File: src/rtl/fxp_mult_pkg.sv
// Shared defaults, stage payload shape and output scaling helper for fxp_mult_pipe.
// The saturating output build is selected with FXP_MULT_SAT_EN (see fxp_mult_pipe.sv).
package fxp_mult_pkg;

  localparam int W_DEF     = 32;
  localparam int F_DEF     = 16;
  localparam int M_DEF     = 24;
  localparam int TAG_W_DEF = 4;

  // S1 payload in the default configuration; the pipe re-declares it with its own widths.
  typedef struct packed {
    logic [M_DEF-1:0]     a_c;
    logic [M_DEF-1:0]     b_c;
    logic                 e_a;
    logic                 e_b;
    logic [TAG_W_DEF-1:0] tag;
  } s1_pay_t;

  // Each reduced operand carries an implicit 2^sh factor; the Q.F scaling removes f.
  function automatic int k_shift(input logic e_a, input logic e_b, input int sh, input int f);
    return sh * (2 - int'(e_a) - int'(e_b)) - f;
  endfunction

endpackage

File: src/rtl/fxp_mult_pipe_if.sv
// Operand/result handshake bundle for fxp_mult_pipe: master = producer/consumer side, slave = block.
interface fxp_mult_pipe_if #(
  parameter int W     = 32,
  parameter int TAG_W = 4
);
  logic             in_valid;
  logic             in_ready;
  logic [W-1:0]     a_in;
  logic [W-1:0]     b_in;
  logic [TAG_W-1:0] tag_in;
  logic             out_valid;
  logic             out_ready;
  logic [W-1:0]     m_out;
  logic [TAG_W-1:0] tag_out;
  logic             approx_out;
  logic             ovf_out;

  modport master (
    output in_valid, a_in, b_in, tag_in, out_ready,
    input  in_ready, out_valid, m_out, tag_out, approx_out, ovf_out
  );

  modport slave (
    input  in_valid, a_in, b_in, tag_in, out_ready,
    output in_ready, out_valid, m_out, tag_out, approx_out, ovf_out
  );
endinterface

File: src/rtl/fxp_operand_compress.sv
// Adaptive operand reduction: keep the low M bits when the value fits, else the top M bits.
module fxp_operand_compress #(
  parameter int W = 32,
  parameter int M = 24
) (
  input  logic [W-1:0] x,
  output logic [M-1:0] x_c,
  output logic         e
);
  localparam int SH = W - M;

  logic [W-M:0] hi;

  // Fits in M signed bits iff everything from the M-bit sign position upward agrees.
  assign hi  = x[W-1:M-1];
  assign e   = (hi == '0) || (hi == '1);
  assign x_c = e ? x[M-1:0] : x[W-1:SH];
endmodule

File: src/rtl/fxp_mult_pipe.sv
// 3-stage signed fixed-point multiplier (compress, multiply, scale) with valid/ready flow control.
// Define FXP_MULT_SAT_EN to saturate m_out on overflow instead of wrapping.
module fxp_mult_pipe
  import fxp_mult_pkg::*;
#(
  parameter int W     = W_DEF,
  parameter int F     = F_DEF,
  parameter int M     = M_DEF,
  parameter int TAG_W = TAG_W_DEF
) (
  input logic           clk_in,
  input logic           rst_n_in,
  fxp_mult_pipe_if.slave bus
);
  localparam int SH     = W - M;
  localparam int PW     = 2 * M;
  localparam int RW     = 2 * W;
  localparam int STAGES = 3;

  typedef struct packed {
    logic [M-1:0]     a_c;
    logic [M-1:0]     b_c;
    logic             e_a;
    logic             e_b;
    logic [TAG_W-1:0] tag;
  } s1_t;

  typedef struct packed {
    logic [PW-1:0]    p;
    logic             e_a;
    logic             e_b;
    logic [TAG_W-1:0] tag;
  } s2_t;

  // Reset asserts asynchronously and releases on the clock.
  logic [1:0] rst_sq;
  logic       rst_n;

  always_ff @(posedge clk_in or negedge rst_n_in)
    if (!rst_n_in) rst_sq <= '0;
    else           rst_sq <= {rst_sq[0], 1'b1};

  assign rst_n = rst_sq[1];

  // Stage s may load when empty or when stage s+1 is loading; the last stage drains on out_ready.
  logic [STAGES:1] vld_pipe, vld_nxt, adv, ld;

  assign adv[3]  = ~vld_pipe[3] | bus.out_ready;
  assign adv[2]  = ~vld_pipe[2] | adv[3];
  assign adv[1]  = ~vld_pipe[1] | adv[2];
  assign vld_nxt = {vld_pipe[STAGES-1:1], bus.in_valid};
  assign ld      = adv & vld_nxt;

  always_ff @(posedge clk_in or negedge rst_n)
    if (!rst_n) vld_pipe <= '0;
    else        vld_pipe <= (adv & vld_nxt) | (~adv & vld_pipe);

  assign bus.in_ready = rst_n & adv[1];

  // S1: compress
  logic [M-1:0] a_c, b_c;
  logic         e_a, e_b;
  s1_t          s1_q;

  fxp_operand_compress #(.W(W), .M(M)) u_cmp_a (.x(bus.a_in), .x_c(a_c), .e(e_a));
  fxp_operand_compress #(.W(W), .M(M)) u_cmp_b (.x(bus.b_in), .x_c(b_c), .e(e_b));

  always_ff @(posedge clk_in or negedge rst_n)
    if (!rst_n) begin
      s1_q <= '0;
    end else if (ld[1]) begin
      s1_q.a_c <= a_c;
      s1_q.b_c <= b_c;
      s1_q.e_a <= e_a;
      s1_q.e_b <= e_b;
      s1_q.tag <= bus.tag_in;
    end

  // S2: multiply
  logic signed [PW-1:0] p_c;
  s2_t                  s2_q;

  assign p_c = PW'($signed(s1_q.a_c)) * PW'($signed(s1_q.b_c));

  always_ff @(posedge clk_in or negedge rst_n)
    if (!rst_n) begin
      s2_q <= '0;
    end else if (ld[2]) begin
      s2_q.p   <= p_c;
      s2_q.e_a <= s1_q.e_a;
      s2_q.e_b <= s1_q.e_b;
      s2_q.tag <= s1_q.tag;
    end

  // S3: scale back to Q(W-F).F at double width so overflow is visible
  logic signed [RW-1:0] p_x, r;
  int                   k;
  logic                 ovf_c;
  logic [W-1:0]         m_c;

  assign p_x = RW'($signed(s2_q.p));
  assign k   = k_shift(s2_q.e_a, s2_q.e_b, SH, F);

  always_comb begin
    r = '0;
    if (k >= 0) r = p_x <<< k;
    else        r = p_x >>> (-k);
  end

  assign ovf_c = ~((&r[RW-1:W-1]) | ~(|r[RW-1:W-1]));

`ifdef FXP_MULT_SAT_EN
  assign m_c = !ovf_c      ? r[W-1:0] :
               r[RW-1]     ? {1'b1, {(W-1){1'b0}}} :
                             {1'b0, {(W-1){1'b1}}};
`else
  assign m_c = r[W-1:0];
`endif

  logic [W-1:0]     m_q;
  logic [TAG_W-1:0] tag_q;
  logic             approx_q, ovf_q;

  always_ff @(posedge clk_in or negedge rst_n)
    if (!rst_n) begin
      m_q      <= '0;
      tag_q    <= '0;
      approx_q <= 1'b0;
      ovf_q    <= 1'b0;
    end else if (ld[3]) begin
      m_q      <= m_c;
      tag_q    <= s2_q.tag;
      approx_q <= ~(s2_q.e_a & s2_q.e_b);
      ovf_q    <= ovf_c;
    end

  assign bus.out_valid  = vld_pipe[3];
  assign bus.m_out      = m_q;
  assign bus.tag_out    = tag_q;
  assign bus.approx_out = approx_q;
  assign bus.ovf_out    = ovf_q;
endmodule

File: src/flat_wrapper.sv
// flat-port wrapper written by rule: the top's interface ports become plain ports
module fxp_mult_pipe_flat import fxp_mult_pkg::*;
#(
  parameter int W     = W_DEF,
  parameter int F     = F_DEF,
  parameter int M     = M_DEF,
  parameter int TAG_W = TAG_W_DEF
)
  (clk_in, rst_n_in, bus_in_valid, bus_a_in, bus_b_in, bus_tag_in, bus_out_ready, bus_in_ready, bus_out_valid, bus_m_out, bus_tag_out, bus_approx_out, bus_ovf_out);
  fxp_mult_pipe_if #(.W(W), .TAG_W(TAG_W)) bus_i ();
  input logic clk_in;
  input logic rst_n_in;
  input wire logic [$bits(bus_i.in_valid)-1:0] bus_in_valid;
  input wire logic [$bits(bus_i.a_in)-1:0] bus_a_in;
  input wire logic [$bits(bus_i.b_in)-1:0] bus_b_in;
  input wire logic [$bits(bus_i.tag_in)-1:0] bus_tag_in;
  input wire logic [$bits(bus_i.out_ready)-1:0] bus_out_ready;
  output wire logic [$bits(bus_i.in_ready)-1:0] bus_in_ready;
  output wire logic [$bits(bus_i.out_valid)-1:0] bus_out_valid;
  output wire logic [$bits(bus_i.m_out)-1:0] bus_m_out;
  output wire logic [$bits(bus_i.tag_out)-1:0] bus_tag_out;
  output wire logic [$bits(bus_i.approx_out)-1:0] bus_approx_out;
  output wire logic [$bits(bus_i.ovf_out)-1:0] bus_ovf_out;
  assign bus_i.in_valid = bus_in_valid;
  assign bus_i.a_in = bus_a_in;
  assign bus_i.b_in = bus_b_in;
  assign bus_i.tag_in = bus_tag_in;
  assign bus_i.out_ready = bus_out_ready;
  assign bus_in_ready = bus_i.in_ready;
  assign bus_out_valid = bus_i.out_valid;
  assign bus_m_out = bus_i.m_out;
  assign bus_tag_out = bus_i.tag_out;
  assign bus_approx_out = bus_i.approx_out;
  assign bus_ovf_out = bus_i.ovf_out;
  fxp_mult_pipe #(.W(W), .F(F), .M(M), .TAG_W(TAG_W)) u_core (.clk_in(clk_in), .rst_n_in(rst_n_in), .bus(bus_i));
endmodule
File: config.mk
export PLATFORM = sky130hd
export DESIGN_NAME = fxp_mult_pipe_flat
export DESIGN_NICKNAME = d
export VERILOG_FILES = /design/src/rtl/fxp_mult_pkg.sv /design/src/rtl/fxp_mult_pipe_if.sv /design/src/rtl/fxp_operand_compress.sv /design/src/rtl/fxp_mult_pipe.sv /design/src/flat_wrapper.sv
export SDC_FILE = /design/constraint.sdc
export NUM_CORES = 2
export LEC_CHECK = 0
export ABC_AREA = 1
export CORE_MARGIN = 2
export CORE_UTILIZATION = 50
export DETAILED_ROUTE_END_ITERATION = 7
export GPL_TIMING_DRIVEN = 1
export PLACE_DENSITY = 0.74
export SLEW_MARGIN = 20
export SYNTH_ARGS = -nofsm -noshare
export SYNTH_HDL_FRONTEND = slang
export SYNTH_SLANG_ARGS = --single-unit
export TNS_END_PERCENT = 1
File: constraint.sdc
create_clock -name clk_in -period 11.4 [get_ports clk_in]
set_input_delay 1.71 -clock clk_in [delete_from_list [all_inputs] [get_ports clk_in]]
set_output_delay 1.71 -clock clk_in [all_outputs]
set_load 0.005 [all_outputs]
==> impl_results.md <==
- Outcome: finished clean
- Overflow left after global routing: 0
- Clk_lat worst skew: 0.52 ns
- Most used cell, CP: fa_1
- Critical path cell sequence: nand2_1 -> inv_1 -> fa_1 -> fa_1 -> inv_1 -> fa_1 -> inv_1 -> fa_1 -> fa_1 -> fa_1 -> fa_1 -> ha_1 -> nand2_1 -> nor2_1 -> nand2_1 -> nor2_1 -> nand3_1 -> nand3_1 -> nand2_1 -> nand3_1 -> nand2_1
- Yosys synthesis warning count: 0
- Worst Setup End Kind: register
- Max Clk Rate: 135 MHz
- CTS tree: yes
- Detail Placement HPWL: 71400 µm
- Area after DPL: 32200 µm²
- Clock-pin slew of the registers on the worst-case setup and hold paths: 0.07 ns
- Routed len/inst: 18.3 µm
- Max cap viols: 0
- Vias/cell: 5.28
- Leading area contributor after synthesis: fa_1
- Share of cells above drive strength 1: 3.04%
- Largest net degree at the start of global routing: 71
- N_diodes: 0
- Post-route ant nets: 0
- Slew headroom: 31.3%
- Most frequent cells after synthesis: 1146 x nand2_1, 1050 x inv_1, 607 x fa_1, 247 x nor2_1, 165 x a21oi_1
- Syn_nets: 4867
- DR iter-0 viols: 1979
- CP startpoint kind: register
- Post-synth cell types: 50
- Vias in the first global route: 27.0k
- Worst hold-check path type: reg -> async
- Syn_area_per_cell: 7.54 µm²
- Final-report setup violation count: 0
- First-pass GRT wire length: 146000 µm
- Final setup margin: 3.98 ns
- I/O Buffers: 111
- Die Span Y: 251 µm
- Most frequent cell after synthesis: nand2_1
- Die W: 251 µm
- Post-synth EDFFs: 0
- Tcrit/Tclk final: 65.1%
- H-tree levels: 4
- Clock sink total: 151
- WL final: 88500 µm
- Mapped Cells: 4050
- Remaining DRCs: 0
- Required @ worst endpoint: 11.78 ns
- Sequential fraction of the synthesis area: 12.4%
- FF+latch count, synth: 151
- Fin nets: 4856
- Post-Syn Area: 30600 µm²
- Final instance area: 32900 µm²
- Final Hold Viols: 0
- Synth top area cells: fa_1 40%, nand2_1 14%, inv_1 13%
- Worst slew pin tran: 1.03 ns
- Total iterations of the first detailed-routing run: 6
- Clock root buffer master: clkbuf_16
- RSZ-0062 raised after global routing: false
- Bufs on Longest Clock Path: 2
- Final Slew Violations: 0
- Slowest stage cell, crit path: dfrtp_1
- Core area: 60400 µm²
- Initial antenna violation count: 1
- Initial Utilization: 50.6%
- Cts repair resizes: 0
- Fillers: 5728
- Hold buffers post-CTS: 0
- CP peak stage delay: 0.94 ns
- Worst endpoint data arrival time: 7.80 ns
- Final Skew: 0.0322 ns
- Max Fanout on Critical Path: 25
- WS Path Type: reg -> reg
- Multi-input logic area: 22000 µm²
- GR Util All Layers: 29.8%
- Setup bufs post-CTS: 0
- Reg2reg path depth: 21
- Ports: 112
- Area grow syn2layout: 7.54%
- TritonCTS buffer count: 17
- Setup TNS: 0 ns
- Routability Congestion: 0.964
- Place WS: 4.10 ns
- Die Area: 63100 µm²
- Fin crit period: 7.42 ns
- Synth top area share: 39.8%
- Vias: 25.5k
- Main synth FF type: dfrtp_1
- Area taken by flip-flops and latches: 3780 µm²
- Rows: 90
- Async S/R FF share, synth: 100%
## logic make-up after synthesis
kind of cell    Yosys count  synth area share, %
compound gates          332                 6.04
xor+xnor                 11                0.315
fa+ha+maj               745                 45.4
buf+inv                1256                 15.8
flops                   151                 12.4
other cells               1               0.0123
simple gates           1554                 20.1
## critical path, delay by kind of cell, from the launching register on
kind / cells / cell delay, ns
flops: 1 / 0.94
simple gates: 10 / 1.28
fa+ha+maj: 8 / 4.25
buf+inv: 3 / 0.80
## cells in the final DEF, fill, tap and decap left out, drive strengths merged
master | synthesis | layout
a211oi | 1 | 1
a21boi | 4 | 4
a21oi | 166 | 166
a221oi | 8 | 8
a31oi | 11 | 11
a32o | 1 | 1
a41oi | 3 | 3
buf | 36 | 57
clkbuf | 162 | 17
clkdlybuf4s50 | 0 | 111
clkinv | 1 | 8
conb | 1 | 1
dfrtp | 151 | 151
fa | 607 | 607
ha | 138 | 138
inv | 1057 | 1065
nand2 | 1151 | 1151
nand2b | 1 | 1
nand3 | 89 | 89
nand3b | 8 | 8
nand4 | 19 | 19
nor2 | 252 | 252
nor3 | 15 | 15
nor4 | 4 | 4
o211ai | 10 | 10
o21ai | 99 | 99
o21bai | 11 | 11
o221ai | 4 | 4
o22ai | 11 | 11
o32a | 3 | 3
or2 | 14 | 14
or3 | 1 | 1
xnor2 | 9 | 9
xor2 | 2 | 2
## stage by stage
| step | hold slack (ns) | util (%) | cells |
|---|---|---|---|
| finish | 0.268 | 54.4 | 4834 |
| global route | 0.315 | 54.4 | 4834 |
| CTS | 0.304 | 54.4 | 4834 |
| detailed placement | 0.301 | 53.4 | 4802 |
| global placement | 0.300 | 53.4 | 4802 |
| floorplan | 0.331 | - | 4050 |
## state kept, by name (all words and copies together), names as in the netlist, named ones only
| register | count |
|---|---|
| u_core.s1_q | 54 |
| u_core.bus.ovf_out | 1 |
| u_core.s2_q | 6 |
| u_core.bus.tag_out | 4 |
| u_core.rst_sq | 2 |
| u_core.bus.approx_out | 1 |
| u_core.bus.m_out | 32 |
| u_core.p_x | 48 |
## layout make-up
cell class	count	area share, %
Inverter	1058	12.1
Multi-Input combinational cell	2643	66.8
Clock buffer	17	1.29
Sequential cell	151	11.5
Timing Repair Buffer	168	4.68
Clock inverter	15	0.590
Tap cell	782	2.98
## routing by layer
metal  GRT usage (%)  wire length [µm]  share of wire [%]  vias to the layer above
li1                -                 -                  -                    11700
met1            39.1             36100                 41                    12600
met2            49.5             42300                 48                     1045
met3            5.32              6860                7.8                      198
met4            11.2              3270                3.7                        2
met5               0                13              0.015                        -
## path summary, 6_finish.rpt
check / from / end / slack, ns
min: u_core.rst_sq[1] / u_core.s1_q[0] / 0.27
max: u_core.s1_q[53] / u_core.p_x[42] / 3.98
min in group clk_in: u_core.rst_sq[0] / u_core.rst_sq[1] / 0.36
max reg2reg: u_core.s1_q[53] / u_core.p_x[42] / 3.98
max in group asynchronous: u_core.rst_sq[1] / u_core.s1_q[15] / 9.05
min reg2reg: u_core.rst_sq[1] / u_core.s1_q[0] / 0.27
Power is left out: the tool's default activity adds up to more than one toggle a clock period on the data nets, which glitch-free logic cannot reach.
